**config.mk**
```make
export PLATFORM = sky130hd
export DESIGN_NAME = display_scan_ctrl
export DESIGN_NICKNAME = d
export VERILOG_FILES = /design/src/rtl/display_pkg.sv /design/src/rtl/display_scan_ctrl_anode_decode.sv /design/src/rtl/display_scan_ctrl.sv
export SDC_FILE = /design/constraint.sdc
export NUM_CORES = 1
export LEC_CHECK = 0
export CORE_ASPECT_RATIO = 1.1
export CORE_MARGIN = 4
export CORE_UTILIZATION = 50
export DETAILED_ROUTE_END_ITERATION = 10
export PLACE_DENSITY = 0.73
export SLEW_MARGIN = 20
export SYNTH_ARGS = -nofsm -noshare
export SYNTH_HDL_FRONTEND = slang
export SYNTH_SLANG_ARGS = --single-unit
```
**constraint.sdc**
```tcl
create_clock -name clk -period 4.3 [get_ports clk]
set_input_delay 0.86 -clock clk [delete_from_list [all_inputs] [get_ports clk]]
set_output_delay 0.86 -clock clk [all_outputs]
set_load 0.005 [all_outputs]
```
**src/rtl/display_pkg.sv**
```systemverilog
// Shared types and constants for the multiplexed seven-segment scan controller.
package display_pkg;

  typedef enum logic [0:0] {
    SHOW  = 1'b0,
    BLANK = 1'b1
  } scan_state_t;

  localparam logic [7:0] ANODE_OFF = 8'hFF;
  // Wide enough for PRESCALE up to 2^20 and BLANK_CYCLES up to 255.
  localparam int unsigned CNT_W = 21;

  function automatic logic [7:0] anode_onehot_low(input logic [2:0] idx);
    return ~(8'h01 << idx);
  endfunction

endpackage

```
**src/rtl/display_scan_ctrl_anode_decode.sv**
```systemverilog
// Combinational anode driver: one active-low enable for the current digit,
// all anodes off when the digit is masked or the slot is not in its lit phase.
module anode_decode
  import display_pkg::*;
(
  input  logic [2:0] digit_sel_i,
  input  logic       mask_bit_i,
  input  logic       show_i,
  output logic [7:0] anodos_o
);

  // Select the single low anode bit for an enabled, lit digit.
  always_comb begin
    anodos_o = ANODE_OFF;
    if (show_i && mask_bit_i) begin
      anodos_o = anode_onehot_low(digit_sel_i);
    end else begin
      anodos_o = ANODE_OFF;
    end
  end

endmodule

```
**src/rtl/display_scan_ctrl.sv**
```systemverilog
// Eight-digit display scanner with double-buffered, frame-synchronous loads.
// Define DISPLAY_SCAN_GHOST_BLANK_EN to insert an all-off BLANK gap between digit slots.
module display_scan_ctrl
  import display_pkg::*;
#(
  parameter int unsigned PRESCALE     = 100000,
  parameter int unsigned BLANK_CYCLES = 16,
  parameter logic [7:0]  DIGIT_MASK   = 8'hFF
) (
  input  logic        clk,
  input  logic        reset,
  input  logic [31:0] data_in,
  input  logic [7:0]  dp_in,
  input  logic        load_valid,
  output logic        load_ready,
  output logic [2:0]  digit_sel,
  output logic [3:0]  nibble,
  output logic        dp,
  output logic [7:0]  anodos,
  output logic        frame_done
);

  localparam logic [CNT_W-1:0] SHOW_LAST = CNT_W'(PRESCALE - 1);
`ifdef DISPLAY_SCAN_GHOST_BLANK_EN
  localparam logic [CNT_W-1:0] BLANK_LAST = CNT_W'(BLANK_CYCLES - 1);
`else
  logic unused_blank_s;
  assign unused_blank_s = (BLANK_CYCLES != 0);
`endif

  scan_state_t      state_q, state_d;
  logic [CNT_W-1:0] cnt_q, cnt_d;
  logic [2:0]       digit_q, digit_d;
  logic [31:0]      active_data_q, active_data_d;
  logic [7:0]       active_dp_q, active_dp_d;
  logic [31:0]      shadow_data_q, shadow_data_d;
  logic [7:0]       shadow_dp_q, shadow_dp_d;
  logic             pending_q, pending_d;
  logic             slot_end_s;
  logic             frame_end_s;
  logic             xfer_s;
  logic             show_s;

  // Slot timing: SHOW for PRESCALE cycles, optional BLANK gap, then next digit.
  always_comb begin
    state_d    = state_q;
    cnt_d      = cnt_q;
    digit_d    = digit_q;
    slot_end_s = 1'b0;
    case (state_q)
      SHOW: begin
        if (cnt_q == SHOW_LAST) begin
          cnt_d = {CNT_W{1'b0}};
`ifdef DISPLAY_SCAN_GHOST_BLANK_EN
          state_d = BLANK;
`else
          digit_d    = digit_q + 3'd1;
          slot_end_s = 1'b1;
`endif
        end else begin
          cnt_d = cnt_q + CNT_W'(1);
        end
      end
      BLANK: begin
`ifdef DISPLAY_SCAN_GHOST_BLANK_EN
        if (cnt_q == BLANK_LAST) begin
          cnt_d      = {CNT_W{1'b0}};
          state_d    = SHOW;
          digit_d    = digit_q + 3'd1;
          slot_end_s = 1'b1;
        end else begin
          cnt_d = cnt_q + CNT_W'(1);
        end
`else
        state_d = SHOW;
        cnt_d   = {CNT_W{1'b0}};
`endif
      end
      default: begin
        state_d = SHOW;
        cnt_d   = {CNT_W{1'b0}};
      end
    endcase
  end

  assign frame_end_s = slot_end_s && (digit_q == 3'd7);
  assign xfer_s      = load_valid && load_ready;

  // Shadow accepts one load; it moves to the active buffer only at a frame boundary.
  always_comb begin
    active_data_d = active_data_q;
    active_dp_d   = active_dp_q;
    shadow_data_d = shadow_data_q;
    shadow_dp_d   = shadow_dp_q;
    pending_d     = pending_q;
    if (xfer_s) begin
      shadow_data_d = data_in;
      shadow_dp_d   = dp_in;
      pending_d     = 1'b1;
    end else if (frame_end_s && pending_q) begin
      active_data_d = shadow_data_q;
      active_dp_d   = shadow_dp_q;
      pending_d     = 1'b0;
    end else begin
      pending_d = pending_q;
    end
  end

  // State and buffer registers with synchronous reset.
  always_ff @(posedge clk) begin
    if (reset) begin
      state_q       <= SHOW;
      cnt_q         <= {CNT_W{1'b0}};
      digit_q       <= 3'd0;
      active_data_q <= 32'h0000_0000;
      active_dp_q   <= 8'h00;
      shadow_data_q <= 32'h0000_0000;
      shadow_dp_q   <= 8'h00;
      pending_q     <= 1'b0;
    end else begin
      state_q       <= state_d;
      cnt_q         <= cnt_d;
      digit_q       <= digit_d;
      active_data_q <= active_data_d;
      active_dp_q   <= active_dp_d;
      shadow_data_q <= shadow_data_d;
      shadow_dp_q   <= shadow_dp_d;
      pending_q     <= pending_d;
    end
  end

  // Outputs are forced to their idle values for the whole time reset is held.
  assign show_s     = (state_q == SHOW) && !reset;
  assign load_ready = !pending_q && !reset;
  assign frame_done = frame_end_s && !reset;
  assign digit_sel  = digit_q;
  assign nibble     = active_data_q[{digit_q, 2'b00} +: 4];
  assign dp         = active_dp_q[digit_q];

  anode_decode u_anode_decode (
    .digit_sel_i (digit_q),
    .mask_bit_i  (DIGIT_MASK[digit_q]),
    .show_i      (show_s),
    .anodos_o    (anodos)
  );

endmodule

```
==> impl_metrics.csv <==
group,metric,value,unit
hold_path,hold-path-cell-count,2,
global_route,grt_usage,19.2,%
timing,tightestPinTransition,978,ps
cts,post_cts.resized_instances,0,
synthesis,mappedNetlistArea,0.00477,mm^2
placed_design,placement.io_buffers,60,
pwr,power.switching_fraction,23.1,%
placed_design,dpl_worst_slack,1240,ps
run,max-cap-violations,0,
detailed_routing,routed_wirelength,10.6,mm
detailed_routing,drtIter0Drc,215,
synthesis,netlist_instances,545,
timing,setup-tns-final,0,ps
cts,tritoncts.num_buffers,9,
synthesis,postSynthNetCount,595,
pwr,power_switching,0.401,mW
floorplan,floorplan.initialDensity,51.0,%
cts,clock_tree_from_tritoncts,"yes",
synthesis,synth_edf_count,0,
placed_design,post-dp-hpwl,7.22,mm
critical_path,critical_path.cell_chain,"ha_1 -> and4_1 -> nand4_1 -> buf_4 -> nor3_1 -> clkdlybuf4s50_1",
final_layout,finish.net_count,621,
critical_path,critPathKind,"register to output port",
critical_path,reg2reg_depth,7,
timing,final_hold_violations,0,
critical_path,reg2reg_setup_slack,1540,ps
timing,fmax,0.290,GHz
timing,setup-violations-final,0,
critical_path,regToRegStartpoint,"digit_sel[0]",
pwr,power.share.combinational,5.9,%
timing,relSlewSlack,34.8,%
hold_path,hold_path_startpoint,"shadow_dp_q[7]",
cts,clk_transition_reported_paths,110,ps
floorplan,num_io_pins,61,
floorplan,design.die.area,0.0112,mm^2
placed_design,gp_routability_congestion,0.819,
synthesis,synth_largest_type_area_fraction,44.1,%
critical_path,crit_path_top_delay_cell,"sky130_fd_sc_hd__clkdlybuf4s50_1",
critical_path,crit_arrival,2590,ps
timing,slew_violations,0,
cts,cts_hold_buffers,0,
critical_path,setup.worst_path.end_class,"output port",
pwr,irDropWorstVdd,143,uV
global_route,grt_remaining_overflow,0,
synthesis,netlist-cell-type-count,38,
detailed_routing,post-route-drc-count,0,
critical_path,critical_path.max_stage_delay,540,ps
synthesis,synth_async_sr_flop_share,0,%
critical_path,crit_path_launch_type,"register",
floorplan,number_of_rows_created_at_floorplan,37,
synthesis,commonest_cells_post_synth,"sky130_fd_sc_hd__dfxtp_1, sky130_fd_sc_hd__o21ai_0, sky130_fd_sc_hd__nand2_1",
cts,htree_depth,3,
cts,clockBufferDepth,2,
critical_path,worst-path-max-fanout,44,
critical_path,crit_reg_reg_endpoint,"active_data_q[17]",
synthesis,yosys-top-cells-area,"sky130_fd_sc_hd__dfxtp_1, sky130_fd_sc_hd__o21ai_0, sky130_fd_sc_hd__nand4_1",
detailed_routing,ant_nets,0,
timing,timing.final.crit_period,3450,ps
global_route,first_global_vias,3834,
detailed_routing,average_wire_length_per_cell_after_detail_routing,15.3,um
pwr,clockPowerShare,35.3,%
timing,final.setup_skew,17.7,ps
synthesis,postSynthRegisterBits,105,
status,status,"finished clean",
global_route,grt_start_max_net_pins,68,
pwr,power.leakage,1.82,nW
final_layout,post_route_cells_drive_above_1_share,7.99,%
pwr,internal_power,1.33,mW
timing,grt_setup_unrepaired,"false",
synthesis,synth.yosys.seq_area_share,44.1,%
detailed_routing,first_pass_iters,4,
final_layout,flow.area_growth_from_synthesis,15.1,%
timing,timing.final.ws_setup,850,ps
cts,worst_skew_pair.late_latency,370,ps
cts,cts_root_buf,"sky130_fd_sc_hd__clkbuf_8",
floorplan,die_h,110,um
critical_path,worst_ep_required_time,3440,ps
synthesis,synth.largest_area_cell,"sky130_fd_sc_hd__dfxtp_1",
floorplan,floorplan.core_area,0.00935,mm^2
synthesis,post-synth-top-count-cell,"sky130_fd_sc_hd__dfxtp_1",
hold_path,hold-path-endpoint,"active_dp_q[7]",
cts,cts.sinks,105,
synthesis,ys.warnings.count,0,
detailed_routing,number_of_vias_per_cell,5.66,
timing,final.hold.worst_slack,477,ps
synthesis,syn-mean-instance-area,8.75,um^2
final_layout,n_antenna_cell,0,
pwr,cellPowerDensity,316,mW/mm^2
synthesis,ys_dominant_reg_cell,"sky130_fd_sc_hd__dfxtp_1",
hold_path,hold_path_class,"register to register",
detailed_routing,vias,3919,
floorplan,floorplan.die.width,101,um
timing,finalCritPeriodShare,80.2,%
cts,postCtsSetupRepairBufs,0,
global_route,grt_pass1_wl,17.9,mm
global_route,antenna_found_initial,0,
pwr,share_seq_of_total_power,58.8,%
-- metal layers --
layer  wire length [um]  global-route usage (%)  vias to the layer above
li1                   -                       -                     1976
met1               4650                    25.9                     1818
met2               5150                    31.0                      105
met3                545                    2.59                       20
met4                244                    7.09                        0
met5                  0                       0                        -
-- per-stage QoR --
step	instance area, um^2	total power [mW]	util [%]	instances
after detailed placement	5300	1.15	56.6	677
after global routing	5490	1.80	58.7	693
after global placement	5300	1.14	56.6	677
after CTS	5490	1.74	58.7	693
after floorplan	4770	1.09	-	545
final	5490	1.73	58.7	693
-- logic make-up (layout without fill, tap and decap cells) --
logic type / after synthesis / after routing / synth area share, %
DFF: 105 / 105 / 44.1
AOI/OAI and AO/OA: 133 / 133 / 14.3
adders and majority gates: 7 / 7 / 1.84
muxes: 11 / 11 / 4.93
xor gates and xnor gates: 14 / 14 / 2.57
buffers and inverters: 55 / 86 / 5.82
and+or+nand+nor: 220 / 220 / 26.4
-- flip-flops by register name, indices dropped and copies added (netlist names) --
name	flops
digit_sel	3
pending_q	1
cnt_q	21
active_data_q	32
active_dp_q	8
shadow_data_q	32
shadow_dp_q	8
-- worst max path at each step --
stage	startpoint	to	slack, ps
after floorplan	reset	frame_done	1910
after global placement	cnt_q[0]	frame_done	1310
after detailed placement	cnt_q[0]	frame_done	1240
after CTS	cnt_q[0]	frame_done	810
after global routing	cnt_q[0]	frame_done	630
final	cnt_q[0]	frame_done	850
-- power by group through the flow --
stage                     Sequential [mW]  Combinational (mW)  Clock, mW
after floorplan                      1.04              0.0565          0
after global placement               1.04               0.101          0
after detailed placement             1.04               0.103          0
after CTS                            1.02               0.104      0.619
after global routing                 1.02               0.115      0.660
final                                1.02               0.102      0.611
-- cell usage in the layout (no fill, tap or decap), types with 2 or more instances in the layout --
master | Yosys | final
sky130_fd_sc_hd__and4_1 | 6 | 6
sky130_fd_sc_hd__buf_4 | 4 | 6
sky130_fd_sc_hd__nand2_1 | 65 | 65
sky130_fd_sc_hd__inv_1 | 4 | 4
sky130_fd_sc_hd__ha_1 | 7 | 7
sky130_fd_sc_hd__nand2b_1 | 42 | 42
sky130_fd_sc_hd__nand3_1 | 11 | 11
sky130_fd_sc_hd__and2_1 | 5 | 4
sky130_fd_sc_hd__nor2_2 | 2 | 2
sky130_fd_sc_hd__xnor2_1 | 3 | 3
sky130_fd_sc_hd__clkdlybuf4s50_1 | 0 | 59
sky130_fd_sc_hd__a21oi_1 | 45 | 45
sky130_fd_sc_hd__clkbuf_1 | 32 | 2
sky130_fd_sc_hd__nor2_1 | 15 | 15
sky130_fd_sc_hd__nor3_1 | 3 | 3
sky130_fd_sc_hd__xor2_1 | 11 | 11
sky130_fd_sc_hd__a311oi_1 | 2 | 2
sky130_fd_sc_hd__nor4_4 | 2 | 2
sky130_fd_sc_hd__clkbuf_8 | 0 | 9
sky130_fd_sc_hd__clkinv_4 | 0 | 2
sky130_fd_sc_hd__nand4_1 | 51 | 51
sky130_fd_sc_hd__dfxtp_1 | 105 | 105
sky130_fd_sc_hd__o21ai_0 | 82 | 82
sky130_fd_sc_hd__nor2_4 | 8 | 8
sky130_fd_sc_hd__nor4_1 | 4 | 4
sky130_fd_sc_hd__mux4_2 | 10 | 10
-- critical path, delay by kind of cell (launching register included) --
kind	cells	cell delay, ps
flip-flops	1	430
adder cells (fa/ha/maj)	1	250
buffers and inverters	2	800
AND/OR/NAND/NOR	3	730
-- area by class of cell --
| class | count | area [um^2] |
|---|---|---|
| fill | 854 | 3860 |
| multi-input combinational | 385 | 2390 |
| sequential | 105 | 2100 |
| timing repair buffer | 66 | 641 |
| tap | 117 | 146 |
| clock buffer | 11 | 131 |
| clock inverter | 5 | 63.8 |
| inverter | 4 | 15.0 |
Power figures use the tool's default switching activity.
